`src/rtl/keycode_move_decoder_if.sv`:
```
// rtl/keycode_move_decoder_if.sv - move command handshake between the key decoder and game logic
interface keycode_move_decoder_if;
  logic       move_valid;
  logic [1:0] move_dir;
  logic       move_ack;

  modport master (output move_valid, output move_dir, input move_ack);
  modport slave  (input move_valid, input move_dir, output move_ack);
endinterface

```
`src/rtl/keycode_move_decoder.sv`:
```
// rtl/keycode_move_decoder.sv - USB keycode to move commands with auto-repeat, pause and start
// Key state is sampled once per frame tick; moves go through a one-entry buffer.
module keycode_move_decoder #(
  parameter int unsigned REPEAT_DELAY  = 20,
  parameter int unsigned REPEAT_PERIOD = 8
) (
  input  logic                   Clk,
  input  logic                   Reset,
  input  logic                   frame_clk,
  input  logic [15:0]            keycode,
  keycode_move_decoder_if.master move,
  output logic                   paused,
  output logic                   start_pulse,
  output logic [7:0]             drop_count
);
  localparam logic [5:0] DELAY_LOAD  = 6'(REPEAT_DELAY);
  localparam logic [5:0] PERIOD_LOAD = 6'(REPEAT_PERIOD);

  typedef enum logic [1:0] {IDLE, DELAY, REPEAT} state_t;

  state_t     state, state_next;
  logic [5:0] count, count_next;
  logic [1:0] dir, dir_next;
  logic       frame_sync1, frame_sync2, frame_prev;
  logic       tick;
  logic       space_prev, enter_prev;
  logic       space_now, enter_now, space_edge, enter_edge;
  logic [2:0] dir_slot0, dir_slot1;
  logic       key_has_dir;
  logic [1:0] key_dir;
  logic       gen;

  // {present, direction}
  function automatic logic [2:0] decode_dir(input logic [7:0] code);
    case (code)
      8'h1A, 8'h52: decode_dir = 3'b100;
      8'h16, 8'h51: decode_dir = 3'b101;
      8'h04, 8'h50: decode_dir = 3'b110;
      8'h07, 8'h4F: decode_dir = 3'b111;
      default:      decode_dir = 3'b000;
    endcase
  endfunction

  assign tick        = frame_sync2 & ~frame_prev;
  assign dir_slot0   = decode_dir(keycode[7:0]);
  assign dir_slot1   = decode_dir(keycode[15:8]);
  assign key_has_dir = dir_slot0[2] | dir_slot1[2];
  assign key_dir     = dir_slot0[2] ? dir_slot0[1:0] : dir_slot1[1:0];
  assign space_now   = (keycode[7:0] == 8'h2C) || (keycode[15:8] == 8'h2C);
  assign enter_now   = (keycode[7:0] == 8'h28) || (keycode[15:8] == 8'h28);
  assign space_edge  = tick & space_now & ~space_prev;
  assign enter_edge  = tick & enter_now & ~enter_prev;

  always_comb begin
    state_next = state;
    count_next = count;
    dir_next   = dir;
    gen        = 1'b0;
    if (paused) begin
      state_next = IDLE;
    end else if (tick) begin
      case (state)
        IDLE: begin
          if (key_has_dir) begin
            gen        = 1'b1;
            count_next = DELAY_LOAD;
            dir_next   = key_dir;
            state_next = DELAY;
          end
        end
        default: begin
          if (!key_has_dir) begin
            state_next = IDLE;
          end else if (key_dir != dir) begin
            gen        = 1'b1;
            count_next = DELAY_LOAD;
            dir_next   = key_dir;
            state_next = DELAY;
          end else if (count <= 6'd1) begin
            gen        = 1'b1;
            count_next = PERIOD_LOAD;
            state_next = REPEAT;
          end else begin
            count_next = count - 6'd1;
          end
        end
      endcase
    end
  end

  always_ff @(posedge Clk) begin
    if (Reset) begin
      state           <= IDLE;
      count           <= 6'd0;
      dir             <= 2'd0;
      frame_sync1     <= 1'b0;
      frame_sync2     <= 1'b0;
      frame_prev      <= 1'b0;
      space_prev      <= 1'b0;
      enter_prev      <= 1'b0;
      paused          <= 1'b0;
      start_pulse     <= 1'b0;
      drop_count      <= 8'd0;
      move.move_valid <= 1'b0;
      move.move_dir   <= 2'd0;
    end else begin
      state       <= state_next;
      count       <= count_next;
      dir         <= dir_next;
      frame_sync1 <= frame_clk;
      frame_sync2 <= frame_sync1;
      frame_prev  <= frame_sync2;
      start_pulse <= enter_edge;
      if (tick) begin
        space_prev <= space_now;
        enter_prev <= enter_now;
      end
      if (enter_edge) begin
        paused <= 1'b0;
      end else if (space_edge) begin
        paused <= ~paused;
      end
      // A same-cycle ack frees the slot, so the new move is loaded rather than dropped.
      if (gen) begin
        if (move.move_valid && !move.move_ack) begin
          if (drop_count != 8'hFF) begin
            drop_count <= drop_count + 8'd1;
          end
        end else begin
          move.move_valid <= 1'b1;
          move.move_dir   <= key_dir;
        end
      end else if (move.move_valid && move.move_ack) begin
        move.move_valid <= 1'b0;
      end
    end
  end
endmodule

```
`src/flat_wrapper.sv`:
```
// flat-port wrapper written by rule: the top's interface ports become plain ports
module keycode_move_decoder_flat 
#(
  parameter int unsigned REPEAT_DELAY  = 20,
  parameter int unsigned REPEAT_PERIOD = 8
)
  (Clk, Reset, frame_clk, keycode, paused, start_pulse, drop_count, move_move_valid, move_move_dir, move_move_ack);
  keycode_move_decoder_if move_i ();
  input  logic Clk;
  input  logic Reset;
  input  logic frame_clk;
  input  logic [15:0] keycode;
  output logic paused;
  output logic start_pulse;
  output logic [7:0] drop_count;
  output wire logic [$bits(move_i.move_valid)-1:0] move_move_valid;
  output wire logic [$bits(move_i.move_dir)-1:0] move_move_dir;
  input wire logic [$bits(move_i.move_ack)-1:0] move_move_ack;
  assign move_move_valid = move_i.move_valid;
  assign move_move_dir = move_i.move_dir;
  assign move_i.move_ack = move_move_ack;
  keycode_move_decoder #(.REPEAT_DELAY(REPEAT_DELAY), .REPEAT_PERIOD(REPEAT_PERIOD)) u_core (.Clk(Clk), .Reset(Reset), .frame_clk(frame_clk), .keycode(keycode), .move(move_i), .paused(paused), .start_pulse(start_pulse), .drop_count(drop_count));
endmodule
```
`config.mk`:
```
export PLATFORM = sky130hd
export DESIGN_NAME = keycode_move_decoder_flat
export DESIGN_NICKNAME = d
export VERILOG_FILES = /design/src/rtl/keycode_move_decoder_if.sv /design/src/rtl/keycode_move_decoder.sv /design/src/flat_wrapper.sv
export SDC_FILE = /design/constraint.sdc
export NUM_CORES = 1
export LEC_CHECK = 0
export BUFFER_PORTS_ARGS = -buffer_cell sky130_fd_sc_hd__buf_2
export CAP_MARGIN = 20
export CORE_UTILIZATION = 34
export CTS_CLUSTER_SIZE = 25
export DETAILED_ROUTE_END_ITERATION = 6
export GPL_TIMING_DRIVEN = 1
export PLACE_DENSITY = 0.6
export SYNTH_ARGS = -nofsm -noshare
export SYNTH_HDL_FRONTEND = slang
export SYNTH_SLANG_ARGS = --single-unit
```
`constraint.sdc`:
```
create_clock -name Clk -period 3.07 [get_ports Clk]
set_input_delay 0.307 -clock Clk [delete_from_list [all_inputs] [get_ports Clk]]
set_output_delay 0.307 -clock Clk [all_outputs]
set_load 0.02 [all_outputs]
```
---- Yosys cells after proc, flatten, opt, wreduce, memory -nomap -nowiden ----
Index checks and enable logic that the tools add are counted.
storage, ports and cells
  flip-flop bits (word level) ............. 28
  bits in latches ......................... 0
  RAM bits ................................ 0
  ROM bits ................................ 0
  output and inout port bits .............. 13
  memories ................................ 0
cells by class
  add/subtract/negate cells ............... 2
  multiply operators ...................... 0
  div/mod/pow operators ................... 0
  magnitude comparators ................... 1
  equality and inequality tests ........... 25
  shifts and indexed selects .............. 0
  mux-type cells .......................... 27
  bitwise operators ....................... 11
  reductions and logical operators ........ 24
operator list
  operator               number
  $eq A8 B7 Y1 const B   8
  $eq A8 B3 Y1 const B   4
  $eq A8 B5 Y1 const B   4
  $eq A8 B6 Y1 const B   4
  $mux W6                5
  $pmux W3 S4            2
  $mux W2                10
  $reduce_or A2 Y1       10
  $mux W1                10
  $reduce_and A3 Y1      3
  $add A8 B1 Y8 const B  1
  $ne A8 B8 Y1 const B   1
  $le A6 B1 Y1 const B   1
  $sub A6 B1 Y6 const B  1
  $and A1 B1 Y1          5
  $not A1 Y1             5
  $ne A4 B4 Y1 const B   1
  $reduce_and A2 Y1      2
  $reduce_and A4 Y1      1
  $reduce_bool A2 Y1     2
  $logic_and A1 B1 Y1    2
  $logic_not A2 Y1       1
  $logic_or A1 B1 Y1     2
  $ne A2 B1 Y1 const B   1
  4 further kinds        4

---- Longest topological paths before layout ----
  word-level depth ........................ 12
  mapped depth ............................ 10

---- Worst setup path after synthesis ----
OpenSTA, ideal clock, no wires.
  path type ............................... in2reg
  start ................................... input keycode[9]
  end ..................................... register u_core.drop_count[2]
  setup time .............................. 70 ps
  data arrival time ....................... 2,245 ps
  required time ........................... 3,000 ps
  path slack .............................. 754 ps
  stages .................................. 10
  buffers on the path ..................... 2
  path through ............................ buf_2 > nor4b_2 > a31oi_1 > a32oi_2 > a31o_2 > xor2_1 > o211ai_4 > buf_6 > or3_1 > a21oi_1
between the ends
  word-level cells in the longest chain between the ends .. 11
RTL lines
  element                                     line                         source
  from (decl)                                 flat_wrapper.sv:12           input logic [15:0] keycode;
  $eq A8 B3 Y1, or another cell as far along  keycode_move_decoder.sv:35   case (code)
  $reduce_or A2 Y1                            keycode_move_decoder.sv:35
  $pmux W3 S4 *                               keycode_move_decoder.sv:35
  $mux W2                                     keycode_move_decoder.sv:48   assign key_dir = dir_slot0[2] ? dir_slot0[1:0] : dir_slot1[1:0];
  $ne A2 B2 Y1                                keycode_move_decoder.sv:74   end else if (key_dir != dir) begin
  $mux W1                                     keycode_move_decoder.sv:74
  $mux W1                                     keycode_move_decoder.sv:72   if (!key_has_dir) begin
  $mux W1 *                                   keycode_move_decoder.sv:62   case (state)
  $mux W1 *                                   keycode_move_decoder.sv:61   end else if (tick) begin
  $mux W1 *                                   keycode_move_decoder.sv:59   if (paused) begin
  $reduce_and A3 Y1 (no source line) *        --
  to (signal assigned)                        keycode_move_decoder.sv:127  drop_count <= drop_count + 8'd1;
  to (decl)                                   keycode_move_decoder.sv:14   output logic [7:0] drop_count
Every way passes the cells marked *; elsewhere a longest branch is shown, timed or not.
A chain may end at the register's enable or synchronous reset.

---- Final worst setup path ----
  start ................................... input keycode[12]
  end ..................................... register u_core.drop_count[5]
The elaborated chain is that of the path after synthesis.

==> parameters.txt <==
Parameter                              Value

Final layout
  Fillcell total    498
  Relative area change from synthesis to final layout    15.3%
  Layout cells sized above 1    20.3%
  Final Cell Area    1930 um2
  Flip-flop and latch area    561 um2
  Number of inserted diodes    0
  Post-route non-filler standard cell count    299
  Total area of multi-input combinational cells    1050 um2
  Final-stage net count    257
  Utilization after layout    40.9%

Synthesis
  Number of synthesized register bits    28
  Number of synthesized flops with an enable pin    0
  Largest family of logic cells by synthesized area    simple AND/OR/NAND/NOR gates
  Count of cell types in the netlist    54
  Post-Synth Adder-Cell Area    2.24%
  Fraction of the mapped netlist area in compound gates    23.1%
  Sequential area share after synthesis    33.5%
  Multiplexer share of the synthesized area    0.597%
  Total number of yosys warnings    0
  Number of nets in the synthesized netlist    226
  Flip-flop cell with the highest count after synthesis    sky130_fd_sc_hd__dfxtp_1
  Fraction of registers with async set/reset    0%
  Post-synthesis instance total    203
  Area share of and/or/nand/nor cells after synthesis    32.7%
  Mean instance size in the synthesized netlist    8.25 um2
  Xor and xnor fraction of the mapped netlist area    4.18%
  Mapped cell area    1680 um2

Outcome
  Result of the run    complete, no violations

Floorplan
  Die area    5210 um2
  Core footprint    4720 um2
  Effective utilization at floorplan    35.5%
  Die width    72.2 um
  Height of the die    72.2 um
  Ports placed on the boundary    33
  Total number of placement rows    25

Power
  Leakage power    0.741 nW
  Worst ir drop on vdd    173 uV
  Power density over cell area    344 nW/um2

Global route
  Antenna violations before repair    0
  Pin count of the biggest net entering global routing    30
  Vias in the first global route    1412
  Aggregate global-route resource usage    14.7%
  Wire length of the first global-routing pass    6230 um
  Total congestion overflow    0

Setup path
  CP max FO    14
  Element type at the critical path start    primary input
  Required time of the worst setup path    3.27 ns
  Critical path class    in -> reg
  Critical path data arrival time    2.62 ns
  Crit. End Element    flop

Drt
  First-pass detailed-route iteration total    4
  Wire length after detailed routing    3550 um
  Vias after detailed routing    1542
  Number of nets still failing antenna checks after routing    0
  Average via count per standard cell    5.16
  Number of DRC violations after detailed-routing iteration 0    68
  WL per Instance    11.9 um
  Post-detailed-route DRC marker count    0

Timing
  Final period demand of the worst path    2.42 ns
  F_max    0.414 GHz
  Worst slew margin relative to its limit    64.7%
  Pin slew with the least headroom to its limit    0.530 ns
  Final count of hold timing violations    0
  Worst slack on hold paths    0.240 ns
  Number of setup violations in the final report    0
  Total count of max-transition violations in the final report    0
  Setup clock skew after layout    0.00234 ns
  Setup TNS after final layout    0 ns
  RSZ-0062 raised after global routing    no
  Post-route clock period utilization    78.7%

Clocking
  Post-cts hold buffer count    0
  CTS tree    built
  Buffers inserted during post-CTS setup optimization    0
  Clock buffer count from CTS    3
  CTS clock-pin slew for the worst setup and hold paths    0.09 ns
  Maximum buffer depth of the clock tree    2
  Clock sink count    28
  Clk Tree Root Cell    sky130_fd_sc_hd__clkbuf_8
  Clock latency reported for the late side of the worst-skew pair    0.27 ns
  Number of gates given a new drive strength after cts    0
  H-tree level count    1

Job
  Number of max-cap violations    0

Placed design
  HPWL after DPL    2660 um
  GP Congestion    0.773
  Placed insts    296
  Placed Instance Area    1890 um2
  Port buffer count    32

Worst hold path
  Worst min path class    in -> reg
## layout by cell type, fill, tap and decap left out, types with 3 or more instances in the layout
| master | instances |
|---|---|
| sky130_fd_sc_hd__nor4_1 | 5 |
| sky130_fd_sc_hd__ha_1 | 3 |
| sky130_fd_sc_hd__dfxtp_1 | 28 |
| sky130_fd_sc_hd__buf_2 | 32 |
| sky130_fd_sc_hd__clkbuf_8 | 3 |
| sky130_fd_sc_hd__nor2b_1 | 6 |
| sky130_fd_sc_hd__o31ai_1 | 7 |
| sky130_fd_sc_hd__xor2_1 | 5 |
| sky130_fd_sc_hd__o21ai_0 | 7 |
| sky130_fd_sc_hd__inv_1 | 7 |
| sky130_fd_sc_hd__nor3_1 | 15 |
| sky130_fd_sc_hd__nor2_1 | 25 |
| sky130_fd_sc_hd__nand3_1 | 6 |
| sky130_fd_sc_hd__or4_1 | 4 |
| sky130_fd_sc_hd__a21oi_1 | 12 |
| sky130_fd_sc_hd__xnor2_1 | 3 |
| sky130_fd_sc_hd__o211ai_1 | 3 |
| sky130_fd_sc_hd__nand2b_1 | 3 |
| sky130_fd_sc_hd__nand2_1 | 14 |
## synthesized netlist by cell type, drive strengths merged, types with 4 or more instances
library cell	number	share of area [%]
nand2	14	3.1
nand3	6	1.8
nor4	5	1.9
o31ai	7	3.1
xor2	5	2.6
clkbuf	4	0.97
nor3	15	4.5
o211ai	4	2.6
a21oi	12	3.6
nor2	25	5.6
nor2b	6	2.2
inv	7	1.6
or4	5	2.5
dfxtp	28	33
o21ai	8	2.4
a211oi	4	2.8
## worst paths after layout
check	startpoint	slack, ns	to	depth (start not counted)
worst min-delay path	frame_clk	0.24	u_core.frame_sync1	2
worst min register to register	u_core.frame_sync1	0.46	u_core.frame_sync2	1
worst max register to register	u_core.count[0]	0.71	u_core.count[1]	7
worst max-delay path	keycode[12]	0.65	u_core.drop_count[5]	9
## cell families (layout without fill, tap and decap cells)
| family | Yosys count | after routing |
|---|---|---|
| and+or+nand+nor | 99 | 99 |
| AOI/OAI and AO/OA | 50 | 50 |
| DFF | 28 | 28 |
| buffers and inverters | 14 | 43 |
| xor gates and xnor gates | 8 | 8 |
| adders and majority gates | 3 | 3 |
| muxes | 1 | 1 |
## worst max-delay path, stage by stage
cell                       delay, ns
sky130_fd_sc_hd__buf_2          0.14
sky130_fd_sc_hd__nor4_1         0.36
sky130_fd_sc_hd__nand3_1        0.14
sky130_fd_sc_hd__a32oi_2        0.25
sky130_fd_sc_hd__a31o_2         0.23
sky130_fd_sc_hd__xor2_1         0.39
sky130_fd_sc_hd__o211ai_4       0.22
sky130_fd_sc_hd__or4_1          0.44
sky130_fd_sc_hd__a21oi_1        0.15
## registers in the layout, indices dropped and copies added (netlist names)
| name | flops |
|---|---|
| u_core.count | 6 |
| u_core.move.move_valid | 1 |
| u_core.paused | 1 |
| u_core.dir | 2 |
| u_core.state | 2 |
| u_core.frame_sync2 | 1 |
| u_core.drop_count | 8 |
| u_core.frame_prev | 1 |
| u_core.frame_sync1 | 1 |
| u_core.move.move_dir | 2 |
| u_core.start_pulse | 1 |
| u_core.enter_prev | 1 |
| u_core.space_prev | 1 |
## per-layer routing
metal,routed length [um],GRT usage (%),part of all wire [%]
met3,123,2.92,3.5
met5,0,0,0
met4,16,3.27,0.45
met2,1530,23.5,43
met1,1880,20.5,53
## layout make-up
| class | instances | area share [%] |
|---|---|---|
| multi-input cells | 161 | 54.5 |
| well taps | 67 | 4.34 |
| inverters | 7 | 1.36 |
| clock buffers | 3 | 2.14 |
| repair buffers | 33 | 8.68 |
| flip-flops and latches | 28 | 29.0 |
## through the flow
stage / worst slack [ns] / total power [W]
after floorplan: 0.754 / 0.000443
final: 0.653 / 0.000665
after detailed placement: 0.389 / 0.000477
after global placement: 0.447 / 0.000476
after global routing: 0.432 / 0.000703
after CTS: 0.650 / 0.000675
## power breakdown
group	leakage, nW	internal, W	switching (W)	total [W]
Clock	0.0216	0.0000880	0.000108	0.000196
Combinational	0.492	0.0000372	0.0000560	0.0000932
Sequential	0.227	0.000371	0.00000526	0.000376
Total	0.741	0.000496	0.000170	0.000665
(Power assumes the default switching activity.)
